## config.mk

```make
export PLATFORM = sky130hd
export DESIGN_NAME = adder_tree_operand_loader_flat
export DESIGN_NICKNAME = d
export VERILOG_FILES = /design/src/rtl/adder_tree_operand_loader_pkg.sv /design/src/rtl/adder_tree_operand_loader_if.sv /design/src/rtl/adder_tree_operand_loader_operand_bank.sv /design/src/rtl/adder_tree_operand_loader.sv /design/src/flat_wrapper.sv
export SDC_FILE = /design/constraint.sdc
export NUM_CORES = 2
export LEC_CHECK = 0
export BUFFER_PORTS_ARGS = -buffer_cell sky130_fd_sc_hd__buf_2
export CELL_PAD_IN_SITES_DETAIL_PLACEMENT = 2
export CELL_PAD_IN_SITES_GLOBAL_PLACEMENT = 2
export CORE_ASPECT_RATIO = 0.75
export CORE_MARGIN = 10
export CORE_UTILIZATION = 40
export DETAILED_ROUTE_END_ITERATION = 7
export PLACE_DENSITY = 0.79
export SETUP_SLACK_MARGIN = 0.3
export SLEW_MARGIN = 20
export SYNTH_ARGS = -nofsm -noshare
export SYNTH_HDL_FRONTEND = slang
export SYNTH_SLANG_ARGS = --single-unit
```

## constraint.sdc

```tcl
create_clock -name clk -period 70.3 [get_ports clk]
set_input_delay 7.03 -clock clk [delete_from_list [all_inputs] [get_ports clk]]
set_output_delay 7.03 -clock clk [all_outputs]
set_load 0.05 [all_outputs]
```

## src/rtl/adder_tree_operand_loader_pkg.sv

```systemverilog
// adder_tree_pkg: shared defaults and bank state type for the adder-tree operand loader
package adder_tree_pkg;
  localparam int ADDER_WIDTH = 48;
  localparam int NUM_OPERANDS = 8;
  localparam int IDX_W = $clog2(NUM_OPERANDS);
  localparam int CNT_W = 4;
  typedef enum logic [1:0] {EMPTY, FILLING, FULL} bank_state_t;
endpackage

```

## src/rtl/adder_tree_operand_loader_if.sv

```systemverilog
// adder_tree_operand_loader_if: operand word stream in, parallel batch out
interface adder_tree_operand_loader_if #(
  parameter int ADDER_WIDTH = adder_tree_pkg::ADDER_WIDTH,
  parameter int NUM_OPERANDS = adder_tree_pkg::NUM_OPERANDS,
  parameter int CNT_W = adder_tree_pkg::CNT_W
);
  logic in_valid;
  logic in_ready;
  logic [ADDER_WIDTH-1:0] in_data;
  logic in_last;
  logic out_valid;
  logic out_ready;
  logic [NUM_OPERANDS*ADDER_WIDTH-1:0] out_operands;
  logic [CNT_W-1:0] out_count;
  modport master (
    output in_valid, in_data, in_last, out_ready,
    input in_ready, out_valid, out_operands, out_count
  );
  modport slave (
    input in_valid, in_data, in_last, out_ready,
    output in_ready, out_valid, out_operands, out_count
  );
endinterface

```

## src/rtl/adder_tree_operand_loader_operand_bank.sv

```systemverilog
// operand_bank: one ping-pong bank that fills slot by slot and zero-pads unused slots on close
module operand_bank
  import adder_tree_pkg::*;
#(
  parameter int W = ADDER_WIDTH,
  parameter int N = NUM_OPERANDS,
  parameter int CW = CNT_W
) (
  input  logic           clk,
  input  logic           reset,
  input  logic           wr_en_i,
  input  logic [W-1:0]   data_i,
  input  logic           last_i,
  input  logic           rd_en_i,
  output logic           close_o,
  output bank_state_t    state_o,
  output logic [N*W-1:0] operands_o,
  output logic [CW-1:0]  count_o
);
  localparam int IW = $clog2(N);
  bank_state_t state_q, state_d;
  logic [IW-1:0] idx_q, idx_d;
  logic [CW-1:0] cnt_q, cnt_d;
  logic [W-1:0] mem_q [N];
  // a FULL bank is never written and only a FULL bank is read, so wr_en_i and rd_en_i never coincide
  always_comb begin
    close_o = wr_en_i && (last_i || idx_q == IW'(N - 1));
    state_d = rd_en_i ? EMPTY : close_o ? FULL : wr_en_i ? FILLING : state_q;
    idx_d = (rd_en_i || close_o) ? '0 : wr_en_i ? idx_q + IW'(1) : idx_q;
    cnt_d = close_o ? CW'(idx_q) + CW'(1) : cnt_q;
  end
  always_ff @(posedge clk or posedge reset)
    if (reset) begin
      state_q <= EMPTY;
      idx_q <= '0;
      cnt_q <= '0;
      for (int i = 0; i < N; i++) mem_q[i] <= '0;
    end else begin
      state_q <= state_d;
      idx_q <= idx_d;
      cnt_q <= cnt_d;
      for (int i = 0; i < N; i++)
        if (wr_en_i && IW'(i) == idx_q) mem_q[i] <= data_i;
        else if (close_o && IW'(i) > idx_q) mem_q[i] <= '0;
    end
  for (genvar g = 0; g < N; g++) begin : g_slot
    assign operands_o[g*W +: W] = mem_q[g];
  end
  assign state_o = state_q;
  assign count_o = cnt_q;
endmodule

```

## src/rtl/adder_tree_operand_loader.sv

```systemverilog
// adder_tree_operand_loader: packs streamed operands into ping-pong batches for the adder tree
module adder_tree_operand_loader
  import adder_tree_pkg::*;
#(
  parameter int ADDER_WIDTH = adder_tree_pkg::ADDER_WIDTH,
  parameter int NUM_OPERANDS = adder_tree_pkg::NUM_OPERANDS,
  parameter int CNT_W = adder_tree_pkg::CNT_W
) (
  input logic clk,
  input logic reset,
  adder_tree_operand_loader_if.slave io
);
  bank_state_t st [2];
  logic [NUM_OPERANDS*ADDER_WIDTH-1:0] ops [2];
  logic [CNT_W-1:0] cnt [2];
  logic close [2];
  logic wr_bank_q, wr_bank_d, rd_bank_q, rd_bank_d;
  logic acc, xfer;
  for (genvar b = 0; b < 2; b++) begin : g_bank
    operand_bank #(.W(ADDER_WIDTH), .N(NUM_OPERANDS), .CW(CNT_W)) u_bank (
      .clk       (clk),
      .reset     (reset),
      .wr_en_i   (acc && wr_bank_q == 1'(b)),
      .data_i    (io.in_data),
      .last_i    (io.in_last),
      .rd_en_i   (xfer && rd_bank_q == 1'(b)),
      .close_o   (close[b]),
      .state_o   (st[b]),
      .operands_o(ops[b]),
      .count_o   (cnt[b])
    );
  end
  // ready looks only at registered bank state so a bank freed this cycle is writable next cycle
  assign io.in_ready = st[wr_bank_q] != FULL && !reset;
  assign io.out_valid = st[rd_bank_q] == FULL;
  assign io.out_operands = ops[rd_bank_q];
  assign io.out_count = cnt[rd_bank_q];
  always_comb begin
    acc = io.in_valid && io.in_ready;
    xfer = io.out_valid && io.out_ready;
    wr_bank_d = close[wr_bank_q] ? ~wr_bank_q : wr_bank_q;
    rd_bank_d = xfer ? ~rd_bank_q : rd_bank_q;
  end
  always_ff @(posedge clk or posedge reset)
    if (reset) begin
      wr_bank_q <= 1'b0;
      rd_bank_q <= 1'b0;
    end else begin
      wr_bank_q <= wr_bank_d;
      rd_bank_q <= rd_bank_d;
    end
endmodule

```

## src/flat_wrapper.sv

```systemverilog
// flat-port wrapper written by rule: the top's interface ports become plain ports
module adder_tree_operand_loader_flat import adder_tree_pkg::*;
#(
  parameter int ADDER_WIDTH = adder_tree_pkg::ADDER_WIDTH,
  parameter int NUM_OPERANDS = adder_tree_pkg::NUM_OPERANDS,
  parameter int CNT_W = adder_tree_pkg::CNT_W
)
  (clk, reset, io_in_valid, io_in_data, io_in_last, io_out_ready, io_in_ready, io_out_valid, io_out_operands, io_out_count);
  adder_tree_operand_loader_if #(.ADDER_WIDTH(ADDER_WIDTH), .NUM_OPERANDS(NUM_OPERANDS), .CNT_W(CNT_W)) io_i ();
  input logic clk;
  input logic reset;
  input wire logic [$bits(io_i.in_valid)-1:0] io_in_valid;
  input wire logic [$bits(io_i.in_data)-1:0] io_in_data;
  input wire logic [$bits(io_i.in_last)-1:0] io_in_last;
  input wire logic [$bits(io_i.out_ready)-1:0] io_out_ready;
  output wire logic [$bits(io_i.in_ready)-1:0] io_in_ready;
  output wire logic [$bits(io_i.out_valid)-1:0] io_out_valid;
  output wire logic [$bits(io_i.out_operands)-1:0] io_out_operands;
  output wire logic [$bits(io_i.out_count)-1:0] io_out_count;
  assign io_i.in_valid = io_in_valid;
  assign io_i.in_data = io_in_data;
  assign io_i.in_last = io_in_last;
  assign io_i.out_ready = io_out_ready;
  assign io_in_ready = io_i.in_ready;
  assign io_out_valid = io_i.out_valid;
  assign io_out_operands = io_i.out_operands;
  assign io_out_count = io_i.out_count;
  adder_tree_operand_loader #(.ADDER_WIDTH(ADDER_WIDTH), .NUM_OPERANDS(NUM_OPERANDS), .CNT_W(CNT_W)) u_core (.clk(clk), .reset(reset), .io(io_i));
endmodule
```

==> metrics.txt <==
Post-Syn Nets 2,437; Worst Setup Path Type primary input to output port; Fmax around 66 MHz; Sink Count 788; synth top area cells dfrtp_1 60%, a22o_1 20%, mux2_2 14%; delay-heaviest family, CP buffers and inverters; VDD IR max ~0.027 mV; Setup Skew 0.0248 ns; Buf+Inv Stages, Crit Path 2; post-synth top area cell dfrtp_1; synthesized flop and latch total 788; P&R area growth vs syn 17.0%; Die X 351 µm; area of the multi-input gates between 10,000 and 15,000 µm²; Synth Cell Area 32,900 µm²; worst skew pair latency between 0.6 and 0.7 ns; CTS tree built; GPL Wtd Cong 0.775; Post-Place Setup Slack about 55 ns; Setup Fix Bufs, Post-CTS 0; Vias 23,700; clk buf depth 3; leakage 19.9 nW; Routed Wire Length 126,000 µm; fillers 7,640; worst-margin pin slew 1.08 ns; nets approximately 2,700; remaining antenna violation count after routing 0; minimum clock period 15.09 ns; Worst-path clk slew about 0.060 ns; worst hold path class flip-flop to flip-flop; Yosys warning count 0; H-tree levels 3; Critical Path End Type output port; M1 GR Usage 34.3%; CORE AREA 81,000 µm²; input/output buffers 442; Power Dens Cells 43.2 nW/µm²; maxcap violations 0; CTS Hold Bufs 0; vias in the first global route between 20,000 and 30,000; crit start category primary input; clock root buffer clkbuf_16; drt initial violations between 2,000 and 2,500; Syn Inst Count 2,376; final core occ 47.5%; routing usage on met2 between 40% and 50%; GR Util All Layers a little over a quarter; worst setup margin 55.21 ns; critical path, cell by cell buf_2, a211oi_2, buf_2; share of cells above drive strength 1 38.6%; Setup TNS Final 0 ns; Detailed Place HPWL roughly 76,000 µm; initial antenna violation count 8; Fin. Hold Viols 0; largest net degree at the start of global routing between 150 and 200; sequential cell area 19,700 µm²; DR DRC count 0; drt wl/cell between 30 and 40 µm; crit path max-delay cell type a211oi_2; Seq/Total Area, Yosys 60.0%; die height 268 µm; Die ar. 94,200 µm²; Initial Util 40.6%; first-pass GRT wire length 187,000 µm; Critical Path AT 8.06 ns; final slew viol count 0; RSZ-0062 raised after global routing false; setup violators final 0; post-cts sizing count 0; dominant synthesized flop cell dfrtp_1; CP required approximately 63 ns; Synth top area share 60.0%; Final period util 21.5%; drt via density 6.32; Post-synth EDFFs 0; Distinct cells, synth 38; busiest grt layer met2; slowest stage delay, CP 0.49 ns; GRT met3 Usage 6.26%; CP dominant cell by count buf_2; Num CTS Buffers 80; Boundary Pins 443; Slew HR between 20% and 30%; GRT overflow 0; status finished, final reports clean; Synth async-reset ratio between 90% and 100%; row count 90; drt pass-1 iters 5; crit path max fanout 4; Syn Area/Cell 13.8 µm²
==> worst paths after layout <==
kind	from	endpoint	slack (ns)	depth (start not counted)
max	reset	io_in_ready	55.21	3
min reg2reg	u_core.g_bank[0].u_bank.state_o[0]	u_core.g_bank[0].u_bank.state_o[0]	0.48	1
max reg2reg	u_core.g_bank[1].u_bank.idx_q[1]	u_core.g_bank[1].u_bank.operands_o[33]	66.76	7
min	u_core.g_bank[0].u_bank.state_o[0]	u_core.g_bank[0].u_bank.state_o[0]	0.48	1
max in group asynchronous	reset	u_core.g_bank[1].u_bank.operands_o[324]	60.69	5
min in group asynchronous	reset	u_core.g_bank[0].u_bank.state_o[0]	6.58	2
==> worst reg2reg max path, cell delays in order (launching register included) <==
cell and delay, ns:
dfrtp_1 0.58, ha_1 0.30, ha_1 0.21, nor2_1 0.60, nor3_1 0.17, o21ai_4 0.75
buf_4 0.60, a22o_1 0.27
==> flip-flops by register name (all words and copies together), names as in the netlist <==
signal and cells:
u_core.g_bank.u_bank.state_o 4, u_core.rd_bank_q 1, u_core.wr_bank_q 1, u_core.g_bank.u_bank.idx_q 6, u_core.g_bank.u_bank.operands_o 768, u_core.g_bank.u_bank.count_o 8
==> cell usage after synthesis, types with 2 or more instances <==
cell type and number:
nand3_1 5, and3_1 4, a21oi_1 8, nand2_1 27, buf_6 5, nor3_2 2
o21ai_0 8, ha_1 8, inv_1 5, nor3_1 6, nor2_1 12, buf_4 2
or3_1 3, a22o_1 768, and2_1 4, clkbuf_1 181, mux2_2 395, nor3b_1 3
dfrtp_1 788, a21o_1 4, buf_2 67, a221o_1 2, buf_1 54
==> kinds of logic after synthesis <==
group / count (synthesis) / share of synthesized area (%)
adder cells (fa/ha/maj): 8 / 0.304
AND/OR/NAND/NOR: 75 / 1.21
flip-flops: 788 / 60.0
multiplexers: 395 / 13.5
buffers and inverters: 314 / 3.98
AO/OA/AOI/OAI: 796 / 21.0
==> final cells by class <==
type                       count  area share (%)
antenna                        5          0.0325
clock buffer                 117            6.12
clock inverter                28           0.946
inverter                       5          0.0683
multi-input combinational   1274            31.3
sequential                   788            51.3
tap                         1058            3.44
timing repair buffer         480            6.81
==> placed cells by master, fill, tap and decap left out, drive strengths merged, types with 2 or more instances in the layout <==
cell type / instances
nand2: 27
nor4: 2
diode: 5
or3: 3
nand3: 5
bufinv: 8
clkbuf: 117
mux2: 395
a21o: 4
dfrtp: 788
o21ai: 8
a22o: 768
nor3b: 3
buf: 480
clkinvlp: 2
nor2: 12
inv: 7
and3: 4
and2: 4
clkinv: 16
a221o: 2
nor3: 8
or2: 2
ha: 8
a21oi: 8
==> power breakdown <==
group	total, mW	internal (mW)	switching, mW
Sequential	0.613	0.545	0.0679
Combinational	0.599	0.191	0.408
Clock	0.449	0.262	0.187
==> metal layers <==
layer | vias to the layer above | wire, µm
li1 | 9498 | -
met1 | 13100 | 53300
met2 | 916 | 59700
met3 | 215 | 8720
met4 | 4 | 3790
met5 | - | 21
==> metrics by stage <==
stage / total power [mW] / hold slack, ns / instance area, µm² / std cells
after global placement: 1.19 / 0.455 / 35600 / 3600
final: 1.66 / 0.482 / 38500 / 3755
after global routing: 1.73 / 0.512 / 38500 / 3751
after CTS: 1.67 / 0.483 / 38300 / 3746
after floorplan: 1.04 / 0.441 / 32900 / 2376
after detailed placement: 1.21 / 0.466 / 35600 / 3601
No activity file was read; power rests on OpenSTA's default activity.
